<file path="src/rtl/codif_morse.sv">
`default_nettype none
// +-------------------------------------------------------------------------+
// | Module      : codif_morse                                               |
// | Description : Registers the Morse pattern of a digit/letter code and    |
// |               splits it into per-position dot and dash indicators.      |
// | Revision    : 1.0 - initial release                                     |
// +-------------------------------------------------------------------------+

module codif_morse_demux (
    input  logic i_disp,
    input  logic i_sym,
    output logic o_ponto,
    output logic o_traco
);
    assign o_ponto = i_disp & ~i_sym;
    assign o_traco = i_disp &  i_sym;
endmodule

module codif_morse (
    input  logic       clk,
    input  logic       reset,
    input  logic       ready,
    input  logic [5:0] num,
    output logic [4:0] morse,
    output logic [4:0] display,
    output logic [4:0] ponto,
    output logic [4:0] traco
);
    // Left-aligned symbol-valid masks by symbol count
    localparam logic [4:0] c_len0 = 5'b00000;
    localparam logic [4:0] c_len1 = 5'b10000;
    localparam logic [4:0] c_len2 = 5'b11000;
    localparam logic [4:0] c_len3 = 5'b11100;
    localparam logic [4:0] c_len4 = 5'b11110;
    localparam logic [4:0] c_len5 = 5'b11111;

    logic [4:0] w_morse;
    logic [4:0] w_display;
    logic [4:0] r_morse;
    logic [4:0] r_display;

    // Symbol bits: 1 = dash, first symbol in bit 4, unused bits zero
    always_comb begin
        w_morse   = 5'b00000;
        w_display = c_len0;
        case (num)
            6'd0:  begin w_morse = 5'b11111; w_display = c_len5; end
            6'd1:  begin w_morse = 5'b01111; w_display = c_len5; end
            6'd2:  begin w_morse = 5'b00111; w_display = c_len5; end
            6'd3:  begin w_morse = 5'b00011; w_display = c_len5; end
            6'd4:  begin w_morse = 5'b00001; w_display = c_len5; end
            6'd5:  begin w_morse = 5'b00000; w_display = c_len5; end
            6'd6:  begin w_morse = 5'b10000; w_display = c_len5; end
            6'd7:  begin w_morse = 5'b11000; w_display = c_len5; end
            6'd8:  begin w_morse = 5'b11100; w_display = c_len5; end
            6'd9:  begin w_morse = 5'b11110; w_display = c_len5; end
            6'd10: begin w_morse = 5'b01000; w_display = c_len2; end
            6'd11: begin w_morse = 5'b10000; w_display = c_len4; end
            6'd12: begin w_morse = 5'b10100; w_display = c_len4; end
            6'd13: begin w_morse = 5'b10000; w_display = c_len3; end
            6'd14: begin w_morse = 5'b00000; w_display = c_len1; end
            6'd15: begin w_morse = 5'b00100; w_display = c_len4; end
            6'd16: begin w_morse = 5'b11000; w_display = c_len3; end
            6'd17: begin w_morse = 5'b00000; w_display = c_len4; end
            6'd18: begin w_morse = 5'b00000; w_display = c_len2; end
            6'd19: begin w_morse = 5'b01110; w_display = c_len4; end
            6'd20: begin w_morse = 5'b10100; w_display = c_len3; end
            6'd21: begin w_morse = 5'b01000; w_display = c_len4; end
            6'd22: begin w_morse = 5'b11000; w_display = c_len2; end
            6'd23: begin w_morse = 5'b10000; w_display = c_len2; end
            6'd24: begin w_morse = 5'b11100; w_display = c_len3; end
            6'd25: begin w_morse = 5'b01100; w_display = c_len4; end
            6'd26: begin w_morse = 5'b11010; w_display = c_len4; end
            6'd27: begin w_morse = 5'b01000; w_display = c_len3; end
            6'd28: begin w_morse = 5'b00000; w_display = c_len3; end
            6'd29: begin w_morse = 5'b10000; w_display = c_len1; end
            6'd30: begin w_morse = 5'b00100; w_display = c_len3; end
            6'd31: begin w_morse = 5'b00010; w_display = c_len4; end
            6'd32: begin w_morse = 5'b01100; w_display = c_len3; end
            6'd33: begin w_morse = 5'b10010; w_display = c_len4; end
            6'd34: begin w_morse = 5'b10110; w_display = c_len4; end
            6'd35: begin w_morse = 5'b11000; w_display = c_len4; end
            default: begin w_morse = 5'b00000; w_display = c_len0; end
        endcase
    end

    always_ff @(posedge clk) begin
        if (reset) begin
            r_morse   <= 5'b00000;
            r_display <= 5'b00000;
        end else if (ready) begin
            r_morse   <= w_morse;
            r_display <= w_display;
        end
    end

    assign morse   = r_morse;
    assign display = r_display;

    generate
        for (genvar i = 0; i < 5; i++) begin : g_demux
            codif_morse_demux u_demux (
                .i_disp  (r_display[i]),
                .i_sym   (r_morse[i]),
                .o_ponto (ponto[i]),
                .o_traco (traco[i])
            );
        end
    endgenerate

endmodule
`default_nettype wire

</file>
<file path="config.mk">
export PLATFORM = sky130hd
export DESIGN_NAME = codif_morse
export DESIGN_NICKNAME = d
export VERILOG_FILES = /design/src/rtl/codif_morse.sv
export SDC_FILE = /design/constraint.sdc
export NUM_CORES = 1
export LEC_CHECK = 0
export ABC_AREA = 0
export BUFFER_PORTS_ARGS = -buffer_cell sky130_fd_sc_hd__buf_2
export CORE_MARGIN = 3
export CORE_UTILIZATION = 52
export CTS_CLUSTER_SIZE = 12
export DETAILED_ROUTE_END_ITERATION = 8
export PLACE_DENSITY = 0.81
export SLEW_MARGIN = 20
export SYNTH_ARGS = -nofsm -noshare
export SYNTH_HDL_FRONTEND = slang
export SYNTH_SLANG_ARGS = --single-unit
</file>
<file path="constraint.sdc">
create_clock -name clk -period 1.95 [get_ports clk]
set_clock_uncertainty 0.15 [all_clocks]
set_input_delay 0.2925 -clock clk [delete_from_list [all_inputs] [get_ports clk]]
set_output_delay 0.2925 -clock clk [all_outputs]
set_load 0.02 [all_outputs]
</file>
== After elaboration in Yosys (flattened, before gate mapping) ==
Memory sizes are Yosys's and may differ from the RTL's. A register that Yosys moved wholly into a read port is not among the register bits.
Index checks and enable logic that the tools add are counted.
Word-level totals
  flip-flop bits (word level): 0
  ROM bits: 640
  input port bits: 9
  output and inout port bits: 20
  logic and storage cells: 16
  memories kept: 1
Cells by class
  bitwise operators: 15
Memories
  (name not given): words 64, width 10, rd ports 1, clocked after Yosys merged registers in 1, write ports 0, RTL line 46  | case (num)
Operators with widths (count)
  1-bit AND: 10
  1-bit NOT: 5

== Logic depth before layout (Yosys ltp) ==
Gate-level depths: netlist (run 1).
  depth in word-level cells: 2
  depth in mapped cells: 6
  mapped depth without buffers: 6

== By module ==
A second synthesis (run 1) with hierarchy kept.
Second synthesis, totals
  cells, all modules: 119
  area, all modules: 937.1 um2
By module, submodules not included
  codif_morse: times used 1, cells each 109, area each 855.8 um2, sequential area each 200.2 um2
  codif_morse_demux: times used 5, cells each 2, area each 16.3 um2, sequential area each 0.0 um2

== Worst setup path before layout (run 1) ==
No wires, ideal clock.
  path kind: in2reg
  start point: in num[0]
  end point: reg r_display[1] (netlist: display[1])
  setup time: 0.135 ns
  arrival: 1.360 ns
  required time: 1.665 ns
  slack: 0.305 ns
  stages on the path: 5
  path buffers: 0
  cells stage by stage: inv_1 > ha_1 > mux4_1 > mux2i_1 > o22ai_1
RTL lines
  start: declaration: RTL line 23  | input logic [5:0] num,
  end: declaration: RTL line 40  | logic [4:0] r_display;

==> results of run 1 <==
-- cell usage after synthesis, types with 3 or more instances --
cell type   n
and2_1      6
inv_1       4
dfxtp_1    10
a21oi_1     9
mux2_2      3
buf_4      22
ha_1        6
mux2i_1     4
o22ai_1     3
nand2_1     9
a211oi_1    3
nor2_1      6
buf_2       3
o21ai_0     6
nor2b_1     7
-- registers in the layout, summed over array words and instances (netlist names) --
register	cells
morse	5
display	5
-- logic make-up (layout without fill, tap and decap cells) --
group / after synthesis / count (layout) / synth area share
multiplexers: 8 / 8 / 0.09260
AO/OA/AOI/OAI: 34 / 34 / 0.2199
AND/OR/NAND/NOR: 40 / 40 / 0.2211
adder cells (fa/ha/maj): 6 / 6 / 0.06944
flip-flops: 10 / 10 / 0.1852
buffers and inverters: 34 / 40 / 0.2118
-- stage by stage --
step	util	worst slack (ns)
floorplan	-	0.3050
global placement	0.5830	0.09186
detailed placement	0.5830	0.01692
CTS	0.5952	0.2914
global route	0.5952	0.1789
finish	0.5952	0.2934
-- worst reg2reg max path: cells and delay by family (launching register included) --
| family | cells | cell delay [ns] |
|---|---|---|
| AO/OA/AOI/OAI | 1 | 0.26 |
| flip-flops | 1 | 0.36 |
| AND/OR/NAND/NOR | 1 | 0.08 |
-- path summary, 6_finish.rpt --
check | start | end | slack [ns] | depth (start not counted)
max | num[0] | display[1]$_SDFFE_PP0P_ | 0.29 | 6
min | ready | morse[3]$_SDFFE_PP0P_ | 0.19 | 2
max reg2reg | display[2]$_SDFFE_PP0P_ | display[2]$_SDFFE_PP0P_ | 1.02 | 2
min reg2reg | display[0]$_SDFFE_PP0P_ | display[0]$_SDFFE_PP0P_ | 0.33 | 2
-- power by group through the flow --
stage	sequential (W)	combinational (W)	clock [W]
after floorplan	0.000227	0.000155	0
after global placement	0.000228	0.000174	0
after detailed placement	0.000228	0.000178	0
after CTS	0.000224	0.000179	0.000142
after global routing	0.000226	0.000196	0.000152
final	0.000224	0.000180	0.000139
-- cell type report --
cell class	count	area (um2)	share of cell area
multi-input combinational	88	651.9	0.5954
inverter	5	18.77	0.01714
tap	25	31.28	0.02857
sequential	10	200.2	0.1829
timing repair buffer	32	170.2	0.1554
clock buffer	3	22.52	0.02057
-- routing by layer --
layer	routed length [um]	track usage
met1	981	0.2211
met2	1058	0.2966
met3	160	0.02006
met4	18	0.06987
met5	0	0
==> out/metrics.yaml, run 1 <==
worst_setup_path:
  startpoint_type: "input pin"
  cpLargestDelayFamily: "multiplexers"
  critical_path_buf_inv_count: 2
  crit_slowest_cell: "mux4_1"
  required_ns: 1.94
  critPathMaxStageDelay_ns: 0.51
  crit_arrival_ns: 1.65
  setup.worst_path.end_class: "flip-flop"
  critical_path.max_fanout: 7
  critical_path_class: "input pin to flip-flop"
  path_cells: "buf_2, inv_1, ha_1, mux4_1, mux2i_1, o22ai_1"
layout:
  final_cells: 163
  syn2layout_area_growth_pct: 1.273
  design_area_um2: 1095
  fillers: 194
  nets: 155
  final_cell_mix: "buf_2 (28), dfxtp_1 (10), a21oi_1 (9), nand2_1 (9), nor2b_1 (7)"
  antenna_cells: 0
  layout_commonest_cell: "buf_2"
  drive_above_1_share: 0.3406
sta:
  worst_slew_pin_slew_ns: 0.3139
  relSlewSlack: 0.7888
  min_period_ns: 1.657
  setup_viol: 0
  rsz0062_at_grt: "no"
  tns_ns: 0
  hold_violations: 0
  period_share: 0.8495
  slew_violations: 0
  fmax_mhz: 603.7
  hold_slack_ns: 0.1858
power:
  power_density_nw_per_um2: 496.1
  total_power_w: 0.0005431
  clkPwrFrac: 0.256
  vdd_drop_max_mv: 0.2680
  p_sw_w: 0.0001840
  leakagePower_nw: 0.5066
  swShare: 0.3387
  seqPwrFrac: 0.412
  p_int_w: 0.0003592
  pwr-share-comb: 0.332
global_routing:
  grt_start_max_net_pins: 23
  antenna_found_initial: 0
  overflow: 0
  grt_pass1_vias: 804
  track_usage: 0.1739
  grt_pass1_wl_um: 3574
outcome:
  status: "finished clean"
placed_design:
  gp_congestion: 0.9225
  place_area_um2: 1072
  dp_cells: 160
  dp_hpwl_um: 1721
  io_buffers: 28
run:
  cap_violations: 0
yosys:
  ys_ff_latch: 10
  ys_top_cells_by_area: "dfxtp_1 (19%), buf_4 (15%), ha_1 (6.9%)"
  yosysWarnings: 0
  synth_cells: 132
  synth_top_area_frac: 0.1852
  async_reset_ff_frac: 0
  ys.flop_type: "dfxtp_1"
  synth_cell_types: 40
  synth_area_leader_cell: "dfxtp_1"
  synth.net_count: 147
  avgSynthCellArea_um2: 8.190
  netlist_area_um2: 1081
  yosysSeqAreaShare: 0.1852
  synth_edf_count: 0
cts:
  clock_path_buffers: 2
  numCtsBuffers: 3
  cts_setup_buffers: 0
  cts_tree: "yes"
  clk_latency_ns: 0.26
  hold_buffers: 0
  path_clk_slew_ns: 0.06
  ctsHtreeMaxLevel: 1
  cts_resized: 0
  clock-sinks: 10
  cts_root_buf: "clkbuf_4"
routing:
  num_vias: 952
  vias_per_cell: 5.840
  drc: 0
  wl_per_cell_um: 13.61
  ant_nets: 0
  drt_iter0_drc: 28
  drt-pass1-iter-count: 4
  wl_um: 2219
die:
  die_w_um: 51.60
  start_util: 0.5878
  die_h_um: 51.60
  core-area_um2: 1839
  io_pins: 29
  dieArea_um2: 2662
  rows: 15
min_path:
  hp-class: "input pin to flip-flop"
No activity file was read; power rests on OpenSTA's default activity.
==> run 2, diff against run 1 <==
Settings changed: ABC_AREA 0 to 1, CORE_UTILIZATION 52 to 47, PLACE_DENSITY 0.81 to 0.77.
Clock period 1.95 ns to 1.46 ns, I/O delays scaled along.
==> run 2 against run 1 <==
Effect of this change:
- via count is 15% higher
- combinational power is 58% higher
- register-to-register slack worse by 0.48 ns
- final area is 8.3% higher
- utilization is 2.6 points lower
- clock power is 84% higher
- first-iteration DRC count is 32% higher
- die area is 10% higher
- sequential share of layout area is 1.4 points lower
- sequential power is 35% higher
- synthesized cell count is 35% higher
- clock-buffer cell count is 1 higher
==> out/metrics.yaml, run 2 <==
outcome:
  status: "finished clean"
yosys:
  synth.net_count: 193
  async_reset_ff_frac: 0
  synth_area_leader_cell: "dfxtp_1"
  synth_cells: 178
  ys.flop_type: "dfxtp_1"
  synth_cell_types: 21
  synth_top_area_frac: 0.1835
  yosysWarnings: 0
  yosysSeqAreaShare: 0.1835
  yosys-top-cells-count: "nand2_1 (44), inv_1 (22), buf_4 (21)"
  ys_ff_latch: 10
  synth.most_common_cell: "nand2_1"
  avgSynthCellArea_um2: 6.129
  synth_edf_count: 0
  netlist_area_um2: 1091
  ys_top_cells_by_area: "dfxtp_1 (18%), nand2_1 (15%), buf_4 (14%)"
placed_design:
  gp_congestion: 0.8712
  dp_hpwl_um: 2016
  place_area_um2: 1150
  dp_cells: 218
  io_buffers: 28
layout:
  syn2layout_area_growth_pct: 8.716
  design_area_um2: 1186
  nets: 211
  final_cell_mix: "nand2_1 (44), buf_2 (28), inv_1 (22)"
  final_cells: 222
  fin_util: 0.5697
  drive_above_1_share: 0.3077
  antenna_cells: 0
  layout_commonest_cell: "nand2_1"
worst_setup_path:
  critPathMaxStageDelay_ns: 0.35
  setup.worst_path.end_class: "output port"
  critical_path.max_fanout: 3
  critical_path_class: "flip-flop to output port"
  required_ns: 1.09
  crit_arrival_ns: 0.93
  crit_slowest_cell: "dfxtp_1"
  path_cells: "inv_1, nor2_1, buf_2"
  startpoint_type: "flip-flop"
cts:
  cts_tree: "yes"
  path_clk_slew_ns: 0.07
  cts_resized: 0
  ctsHtreeMaxLevel: 1
  cts_setup_buffers: 0
  clock-sinks: 10
  clock_path_buffers: 2
  hold_buffers: 0
  numCtsBuffers: 3
  cts_root_buf: "clkbuf_4"
  clk_latency_ns: 0.27
routing:
  wl_um: 2507
  wl_per_cell_um: 11.29
  dr_wl_met2_um: 1214
  drt-pass1-iter-count: 4
  drc: 0
  wl_met1_um: 1099
  drt_iter0_drc: 37
  dr.max_layer_used: "met4"
  num_vias: 1091
  vias_per_cell: 4.914
  ant_nets: 0
  dr_wl_met3_um: 163
global_routing:
  antenna_found_initial: 0
  track_usage: 0.1848
  grt_start_max_net_pins: 14
  grt_pass1_vias: 897
  overflow: 0
  grt_pass1_wl_um: 3926
min_path:
  hp-class: "input pin to flip-flop"
die:
  start_util: 0.5240
  core-area_um2: 2082
  die_w_um: 54.18
  io_pins: 29
  die_h_um: 54.18
  dieArea_um2: 2935
  rows: 16
sta:
  setup_viol: 0
  slew_violations: 0
  worst_slew_pin_slew_ns: 0.2873
  period_share: 0.8882
  tns_ns: 0
  rsz0062_at_grt: "no"
  hold_slack_ns: 0.02471
  min_period_ns: 1.297
  relSlewSlack: 0.8082
  fmax_mhz: 771.1
  hold_violations: 0
power:
  swShare: 0.3564
  clkPwrFrac: 0.304
  leakagePower_nw: 0.6916
  power_density_nw_per_um2: 711.7
  seqPwrFrac: 0.359
  p_sw_w: 0.0003009
  p_int_w: 0.0005433
  vdd_drop_max_mv: 0.3996
  pwr-share-comb: 0.337
run:
  cap_violations: 0
run 2: cell types whose count changed in the layout (fill, tap and decap cells not counted), sizes merged, moves of 6 or more:
cell,previous run,this run
nor2,6,12
nor2b,7,0
nand3,1,21
inv,5,28
nand2,9,47
and2,6,0
o21ai,6,14
buf,32,38
run 2: logic make-up after synthesis:
group / synth area share
compound gates: 0.1399
fa+ha+maj: 0.06881
buf+inv: 0.2741
flops: 0.1835
simple gates: 0.3337
run 2: final cells by class:
class | count | area (um2)
clock buffer | 4 | 36.28
fill | 215 | 895.9
inverter | 29 | 108.9
multi-input combinational | 114 | 591.8
sequential | 10 | 200.2
tap | 27 | 33.78
timing repair buffer | 38 | 215.2
run 2: metal layers:
layer,up-vias,global-route usage
li1,571,-
met2,40,0.3048
met1,475,0.2389
met3,5,0.03324
met4,0,0.06224
met5,-,0
run 2: worst paths after layout:
kind                      startpoint                       to  slack, ns  cells past startpoint
min                            reset  display[1]$_SDFFE_PP0P_       0.02                      2
min reg2reg    morse[0]$_SDFFE_PP0P_    morse[0]$_SDFFE_PP0P_       0.36                      2
max          display[2]$_SDFFE_PP0P_                 ponto[2]       0.16                      3
max reg2reg  display[2]$_SDFFE_PP0P_  display[2]$_SDFFE_PP0P_       0.54                      4
run 2: worst max-delay path, delay by kind of cell, from the launching register on:
family / cells / cell delay, ns
AND/OR/NAND/NOR: 1 / 0.07
buffers and inverters: 2 / 0.22
flip-flops: 1 / 0.35
run 2: power by group through the flow:
stage / combinational, W / sequential, W / clock (W)
after floorplan: 0.000230 / 0.000307 / 0
after global placement: 0.000280 / 0.000308 / 0
after detailed placement: 0.000282 / 0.000309 / 0
after CTS: 0.000283 / 0.000303 / 0.000258
after global routing: 0.000316 / 0.000305 / 0.000272
final: 0.000285 / 0.000303 / 0.000256
run 2: stage by stage:
stage | setup slack [ns] | total power (W)
after floorplan | 0.1617 | 0.0005366
after global placement | -0.05257 | 0.0005874
after detailed placement | -0.02838 | 0.0005909
after CTS | 0.1653 | 0.0008442
after global routing | 0.07626 | 0.0008929
final | 0.1632 | 0.0008442
